--- src/rtl/vl_fnpipe_pkg.sv ---
// Shared opcode encoding and the combinational evaluator for vl_fnpipe.
// Operands are passed zero-extended to FN_MAX_W; r selects the effective argument width.
package vl_fnpipe_pkg;

    localparam int unsigned FN_MAX_W = 64;

    typedef enum logic [2:0] {
        OP_XOR1   = 3'd0,
        OP_AND1   = 3'd1,
        OP_ANDN   = 3'd2,
        OP_ANDMIX = 3'd3,
        OP_SLT    = 3'd4,
        OP_ULT    = 3'd5,
        OP_RSV6   = 3'd6,
        OP_RSV7   = 3'd7
    } op_e;

    function automatic logic [FN_MAX_W-1:0] fnpipe_eval(
        input op_e                 op,
        input logic [FN_MAX_W-1:0] a,
        input logic [FN_MAX_W-1:0] b,
        input int unsigned         r
    );
        logic [FN_MAX_W-1:0] mask;
        logic [FN_MAX_W-1:0] top_bit;
        logic [FN_MAX_W-1:0] am;
        logic [FN_MAX_W-1:0] bm;
        logic [FN_MAX_W-1:0] as;
        logic [FN_MAX_W-1:0] bs;
        logic [FN_MAX_W-1:0] res;
        mask    = (r >= FN_MAX_W) ? '1 : ((FN_MAX_W'(1) << r) - FN_MAX_W'(1));
        top_bit = mask & ~(mask >> 1);
        am      = a & mask;
        bm      = b & mask;
        // Sign-extend the r-bit arguments so a full-width signed compare matches an r-bit one
        as      = am | ((|(a & top_bit)) ? ~mask : '0);
        bs      = bm | ((|(b & top_bit)) ? ~mask : '0);
        res     = '0;
        case (op)
            OP_XOR1:   res[0] = a[0] ^ b[0];
            OP_AND1:   res[0] = a[0] & b[0];
            OP_ANDN:   res    = am & bm;
            OP_ANDMIX: res[0] = a[0] & b[0];
            OP_SLT:    res[0] = $signed(as) < $signed(bs);
            OP_ULT:    res[0] = am < bm;
            default:   res    = '0;
        endcase
        return res;
    endfunction

endpackage

--- src/rtl/vl_fnpipe_stage.sv ---
// One elastic register slice: holds {valid,data}, loads when empty or draining this cycle.
module vl_fnpipe_stage #(
    parameter int unsigned DW = 5
) (
    input  logic          clk,
    input  logic          reset,
    input  logic          in_valid,
    output logic          in_ready,
    input  logic [DW-1:0] in_data,
    output logic          out_valid,
    input  logic          out_ready,
    output logic [DW-1:0] out_data
);

    logic          valid_q, valid_d;
    logic [DW-1:0] data_q, data_d;
    logic          advance;
    logic          load;

    always_comb begin
        advance  = valid_q & out_ready;
        in_ready = !valid_q | advance;
        load     = in_valid & in_ready;
        valid_d  = valid_q;
        data_d   = data_q;
        if (load) begin
            valid_d = 1'b1;
            data_d  = in_data;
        end else if (advance) begin
            valid_d = 1'b0;
        end
    end

    always_ff @(posedge clk) begin
        if (reset) begin
            valid_q <= 1'b0;
            data_q  <= '0;
        end else begin
            valid_q <= valid_d;
            data_q  <= data_d;
        end
    end

    assign out_valid = valid_q;
    assign out_data  = data_q;

endmodule

--- src/rtl/vl_fnpipe.sv ---
// Pipelined function evaluator: compute into stage 0, STAGES elastic slices, sticky bad-opcode count.
module vl_fnpipe
    import vl_fnpipe_pkg::*;
#(
    parameter int unsigned WIDTH     = 8,
    parameter int unsigned RES_WIDTH = 4,
    parameter int unsigned STAGES    = 2,
    parameter int unsigned CNT_WIDTH = 8
) (
    input  logic                 clk,
    input  logic                 reset,
    input  logic                 in_valid,
    output logic                 in_ready,
    input  logic [2:0]           op,
    input  logic [WIDTH-1:0]     in1,
    input  logic [WIDTH-1:0]     in2,
    output logic                 out_valid,
    input  logic                 out_ready,
    output logic [WIDTH-1:0]     out,
    output logic                 bad_op,
    output logic [CNT_WIDTH-1:0] bad_cnt
);

    localparam int unsigned DW = RES_WIDTH + 1;

    logic [FN_MAX_W-1:0]  a_ext, b_ext;
    logic [RES_WIDTH-1:0] eval_res;
    logic                 is_rsv;
    logic                 accept;
    logic [CNT_WIDTH-1:0] bad_cnt_q, bad_cnt_d;

    logic          v [0:STAGES];
    logic [DW-1:0] d [0:STAGES];

    always_comb begin
        a_ext            = '0;
        b_ext            = '0;
        a_ext[WIDTH-1:0] = in1;
        b_ext[WIDTH-1:0] = in2;
        eval_res         = RES_WIDTH'(fnpipe_eval(op_e'(op), a_ext, b_ext, RES_WIDTH));
        is_rsv           = (op_e'(op) == OP_RSV6) || (op_e'(op) == OP_RSV7);
    end

    assign v[0] = in_valid;
    assign d[0] = {eval_res, is_rsv};

    // Each slice gets its own ready nets so the backward ready chain is not one looped array
    for (genvar i = 0; i < STAGES; i++) begin : g_stage
        logic rdy_up;
        logic rdy_dn;
        if (i == STAGES - 1) begin : g_last
            assign rdy_dn = out_ready;
        end else begin : g_mid
            assign rdy_dn = g_stage[i+1].rdy_up;
        end
        vl_fnpipe_stage #(.DW(DW)) u_stage (
            .clk       (clk),
            .reset     (reset),
            .in_valid  (v[i]),
            .in_ready  (rdy_up),
            .in_data   (d[i]),
            .out_valid (v[i+1]),
            .out_ready (rdy_dn),
            .out_data  (d[i+1])
        );
    end

    assign in_ready = g_stage[0].rdy_up;
    assign accept   = in_valid & in_ready;

    always_comb begin
        bad_cnt_d = bad_cnt_q;
        if (accept && is_rsv && (bad_cnt_q != '1)) begin
            bad_cnt_d = bad_cnt_q + CNT_WIDTH'(1);
        end
    end

    always_ff @(posedge clk) begin
        if (reset) begin
            bad_cnt_q <= '0;
        end else begin
            bad_cnt_q <= bad_cnt_d;
        end
    end

    always_comb begin
        out                  = '0;
        out[RES_WIDTH-1:0]   = d[STAGES][DW-1:1];
        bad_op               = d[STAGES][0];
        out_valid            = v[STAGES];
    end

    assign bad_cnt = bad_cnt_q;

endmodule

--- config.mk ---
export PLATFORM = sky130hd
export DESIGN_NAME = vl_fnpipe
export DESIGN_NICKNAME = d
export VERILOG_FILES = /design/src/rtl/vl_fnpipe_pkg.sv /design/src/rtl/vl_fnpipe_stage.sv /design/src/rtl/vl_fnpipe.sv
export SDC_FILE = /design/constraint.sdc
export NUM_CORES = 1
export LEC_CHECK = 0
export CORE_ASPECT_RATIO = 0.7
export CORE_MARGIN = 3
export CORE_UTILIZATION = 43
export CTS_BUF_LIST = sky130_fd_sc_hd__clkbuf_4 sky130_fd_sc_hd__clkbuf_8 sky130_fd_sc_hd__clkbuf_16
export CTS_CLUSTER_SIZE = 12
export DETAILED_ROUTE_END_ITERATION = 12
export PLACE_DENSITY = 0.74
export SETUP_SLACK_MARGIN = 0.15
export SYNTH_ARGS = -nofsm -noshare
export SYNTH_HDL_FRONTEND = slang
export SYNTH_SLANG_ARGS = --single-unit
export TNS_END_PERCENT = 50
--- constraint.sdc ---
create_clock -name clk -period 2 [get_ports clk]
set_clock_uncertainty 0.2 [all_clocks]
set_input_delay 0.2 -clock clk [delete_from_list [all_inputs] [get_ports clk]]
set_output_delay 0.2 -clock clk [all_outputs]
set_load 0.01 [all_outputs]
== Word-level counts from Yosys, hierarchy flattened ==
Cells that the tools add are included.

* Flip-flop bits (word level): 20
* Bits of input ports: 23
* Output and inout port bits: 19

* Add/subtract/negate cells: 1
* Magnitude comparators: 2
* Eq/ne operators: 8
* Mux-type cells: 8
* Bitwise logic cells: 10
* Reduce and logical (&&, ||, !) cells: 9

{| class="wikitable"
|+ Operator list
! operator !! count
|-
| 64-bit two-way mux || 2
|-
| 4-bit by 64-bit OR with 64-bit output || 2
|-
| 64-bit < comparator || 1
|-
| 3-bit equality test, second input constant || 4
|-
| 8-bit by 1-bit adder with 8-bit output, second input constant || 1
|-
| 8-bit != test, second input constant || 1
|-
| 3-bit by 2-bit equality test with 1-bit output, second input constant || 2
|-
| 1-bit one-hot mux with 5 select lines || 1
|-
| 1-bit AND || 4
|-
| 4-bit AND || 1
|-
| 4-bit < comparator || 1
|-
| 1-bit two-way mux || 4
|-
| 2-bit nonzero test || 2
|-
| 3-bit by 1-bit equality test with 1-bit output, second input constant || 1
|-
| 3-bit zero test || 1
|-
| 3-bit two-way mux || 1
|-
| 1-bit logical AND || 2
|-
| 1-bit zero test || 2
|-
| 1-bit OR || 2
|-
| 2-bit OR reduction || 1
|-
| 1-bit logical OR || 1
|-
| 1-bit bitwise XOR || 1
|}

== Logic depth before layout (Yosys ltp) ==
* Depth after elaboration: 7
* Gate-level depth with buffers: 6

== Modules after synthesis ==
Synthesis repeated with hierarchy kept, for this count alone.

* Cells, all modules: 128
* Area, all modules: 1146.1 µm²

{| class="wikitable"
|+ By module, submodules not included
! module !! times used !! cells each !! area each (µm²)
|-
| vl_fnpipe || 1 || 76 || 628.1
|-
| vl_fnpipe_stage || 2 || 26 || 259.0
|}

== Worst setup path after synthesis ==
Ideal clock, no wire load.

* Path kind: register to register
* Start: register bad_cnt_q[0], in the netlist bad_cnt[0]
* End: register bad_cnt_q[5], in the netlist bad_cnt[5]
* Library setup time: 0.121 ns
* Data arrival time: 1.452 ns
* Setup slack: 0.227 ns
* Stages on the path, launching flop included: 7
* Path buffers: 1
* Clock period less this slack: 1.773 ns
* Path through: dfxtp_1 -> ha_1 -> nand3_1 -> nor2_1 -> buf_2 -> nor4_1 -> mux2_2

* Cells in the longest elaborated chain, start to end: 2

{| class="wikitable"
|+ RTL lines
! element !! line !! RTL
|-
| from (decl) || vl_fnpipe.sv:30 || <nowiki>logic [CNT_WIDTH-1:0] bad_cnt_q, bad_cnt_d;</nowiki>
|-
| from (signal assigned) || vl_fnpipe.sv:82 || <nowiki>bad_cnt_q <= bad_cnt_d;</nowiki>
|-
| branches (longest 2 deep; another with 8-bit by 1-bit adder with 8-bit output) || n/a ||
|}

Several ways; the timed one is not identified.
A chain may end at the register's enable or synchronous reset.

== Worst setup path in the final report ==
* Start: input port out_ready
* End: register bad_cnt_q[0], in the netlist bad_cnt[0]

* Cells in the longest elaborated chain, start to end: 7

{| class="wikitable"
|+ RTL lines
! element !! line !! RTL
|-
| from (decl) || vl_fnpipe.sv:18 || <nowiki>input logic out_ready,</nowiki>
|-
| 1-bit AND || vl_fnpipe_stage.sv:21 || <nowiki>advance = valid_q & out_ready;</nowiki>
|-
| 1-bit OR || vl_fnpipe_stage.sv:22 || <nowiki>in_ready = !valid_q | advance;</nowiki>
|-
| 1-bit AND || vl_fnpipe_stage.sv:21 ||
|-
| 1-bit OR || vl_fnpipe_stage.sv:22 ||
|-
| 1-bit AND || vl_fnpipe.sv:69 || <nowiki>assign accept = in_valid & in_ready;</nowiki>
|-
| 1-bit logical AND (2 in a row) || vl_fnpipe.sv:73 || <nowiki>if (accept && is_rsv && (bad_cnt_q != '1)) begin</nowiki>
|}

No other way between the ends.

==> flow_summary_export.csv <==
group,metric,value,unit
floorplanning,die-area,0.00323,mm^2
placed_design,gp_congestion,0.802,
placed_design,hpwl,2.04,mm
worst_setup_path,critPathMaxStageDelay,480,ps
worst_setup_path,end_kind,"flip-flop",
drt,viasPerCell,5.29,
floorplanning,start_util,0.483,
logic_synthesis,synth.yosys.seq_area_share,0.361,
cts,holdBufCountCts,0,
cts,cts.sinks,20,
sta,period_minus_slack,1800,ps
sta,max_freq,556,MHz
drt,drt_wl_total,2.55,mm
logic_synthesis,synth_top_area_frac,0.361,
worst_setup_path,crit_path_top_delay_cell,"clkdlybuf4s50_1",
worst_setup_path,reg2reg_to,"bad_cnt[7]$_SDFFE_PP0P_",
grt,grt_first_pass_wirelength,4.20,mm
final_layout,final_cell_mix,"clkdlybuf4s50_1, dfxtp_1, a21oi_1",
logic_synthesis,netlist_area,0.00111,mm^2
grt,gr-usage-all-layers,0.164,
sta,finalCritPeriodShare,0.899,
placed_design,port_buffers,29,
final_layout,final_area,0.00152,mm^2
floorplanning,io-pin-count,42,
worst_setup_path,rrSetupSlack,220,ps
final_layout,n_fill_cell,198,
logic_synthesis,yosysWarnings,0,
power_and_ir_drop,p_leak,0.000608,uW
floorplanning,die_x,66.7,um
cts,post-cts-setup-buffers,0,
logic_synthesis,ys_types,32,
logic_synthesis,netlist.top_cell.by_area,"dfxtp_1",
floorplanning,core,0.00229,mm^2
placed_design,dpl_cell_area,0.00145,mm^2
min_path,hold_depth,2,
grt,antenna_found_initial,0,
cts,clk_pin_slew_worst_paths,70,ps
worst_setup_path,r2r-start,"bad_cnt[2]$_SDFFE_PP0P_",
final_layout,fin_nets,194,
sta,worst_slack,202,ps
power_and_ir_drop,p_total,837,uW
sta,rsz0062_at_grt,"true",
cts,clk_latency,260,ps
cts,tritoncts,"done",
cts,cts.path.max_buffers,2,
drt,wl_per_cell,13.2,um
min_path,hp-class,"reg2reg",
logic_synthesis,synth_cells,128,
worst_setup_path,path_class,"in2reg",
floorplanning,rows,14,
final_layout,layout_commonest_cell,"clkdlybuf4s50_1",
final_layout,drive_gt1_frac,0.130,
worst_setup_path,required,1980,ps
status,outcome,"completed",
drt,drc_errors,0,
worst_setup_path,rr_worst_depth,4,
drt,drt_pass1_iterations,4,
cts,numCtsBuffers,3,
drt,drt_iter0_drc,38,
logic_synthesis,synth-seq-cells,20,
sta,drv_slew,0,
cts,cts-root-buf,"clkbuf_8",
drt,ant_nets,0,
flow_run,drv_cap,0,
cts,htree_levels,1,
worst_setup_path,crit_path_start_kind,"input port",
logic_synthesis,yosys-top-cells-area,"dfxtp_1, ha_1, a21oi_1, buf_4, mux2i_1",
floorplanning,dieHeight,48.5,um
worst_setup_path,critPathArrivalTime,1780,ps
power_and_ir_drop,power_density,549,mW/mm^2
grt,grt_max_degree,13,
worst_setup_path,crit_chain,"clkdlybuf4s50_1 > nand3b_2 > nand4_4 > buf_4 > or3_1 > a21oi_1",
min_path,min_to,"g_stage[0].u_stage.out_data[0]$_SDFFE_PP0P_",
sta,finalHoldViolCount,0,
final_layout,finish.utilization,0.664,
placed_design,pre_cts_slack,-128,ps
power_and_ir_drop,vdd_drop_max,0.000390,V
grt,gr-total-overflow,0,
logic_synthesis,syn_avg_cell_area,8.66,um^2
drt,vias,1021,
final_layout,diodes,0,
sta,setup_viol,0,
worst_setup_path,worstPathMaxFanout,11,
grt,grt_pass1_vias,968,
final_layout,area_delta_synth_final,37.5,%
min_path,hp-start,"g_stage[0].u_stage.out_data[0]$_SDFFE_PP0P_",
-- synth_stat cells (all sizes together) --
master  count
o21bai      1
and2        1
nor2b       3
a21oi      14
nand4       2
nand3       8
inv         9
buf        11
or2         1
nand3b      2
nor4        1
clkbuf      1
nand2       6
mux2        1
dfxtp      20
nor2        9
mux2i       5
o31ai       3
conb        1
or4         5
or3b        3
or3         1
o41ai       2
a211o       1
nor3b       2
ha          9
o21ai       6
-- layout make-up --
cell class / count / area [um^2] / area share
timing repair buffer: 38 / 369 / 0.242
sequential: 20 / 400 / 0.263
multi-input combinational: 90 / 626 / 0.411
clock buffer: 4 / 55.1 / 0.0361
inverter: 9 / 33.8 / 0.0222
tap: 32 / 40.0 / 0.0263
-- metal layers --
layer	up-vias	global-route usage	routed length, um
met2	30	0.291	1340
met5	-	0	0
met4	0	0.0507	29
li1	509	-	-
met1	478	0.189	1060
met3	4	0.0440	122
-- what timing repair did --
| item | CTS | global route |
|---|---|---|
| gates resized for setup | 1 | 3 |
| cloned | 0 | 0 |
| setup endpoints to repair | 3 | 8 |
-- sequential cells by signal, summed over array words and instances, names as in the netlist --
register,flops
g_stage.u_stage.out_data,10
g_stage.u_stage.out_valid,2
bad_cnt,8
-- through the flow --
stage	cells	setup TNS (ps)	hold WS (ps)
CTS	193	0	269
global placement	189	-261	239
global route	193	0	301
finish	193	0	266
detailed placement	189	-573	252
floorplan	131	0	129
-- report_power, final --
part / switching (uW) / internal (uW)
logic: 53.7 / 65.2
registers: 5.95 / 405
clock network: 132 / 175
total: 192 / 645
-- logic make-up after synthesis --
kind of cell | synth area share
multiplexers | 0.0553
AO/OA/AOI/OAI | 0.141
flip-flops | 0.361
other | 0.00338
AND/OR/NAND/NOR | 0.237
adder cells (fa/ha/maj) | 0.102
buffers and inverters | 0.100
-- worst max path at each step --
stage	start	end	slack [ps]
after detailed placement	out_ready	bad_cnt[0]$_SDFFE_PP0P_	-130
final	out_ready	bad_cnt[0]$_SDFFE_PP0P_	200
after CTS	bad_cnt[0]$_SDFFE_PP0P_	bad_cnt[5]$_SDFFE_PP0P_	110
after floorplan	bad_cnt[0]$_SDFFE_PP0P_	bad_cnt[5]$_SDFFE_PP0P_	230
after global placement	out_ready	bad_cnt[5]$_SDFFE_PP0P_	-100
after global routing	bad_cnt[2]$_SDFFE_PP0P_	bad_cnt[7]$_SDFFE_PP0P_	120
-- worst max-delay path, delay by kind of cell --
family,cells,cell delay (ps)
AOI/OAI and AO/OA,1,180
buffers and inverters,2,690
and+or+nand+nor,3,700
Power figures use the tool's default switching activity.
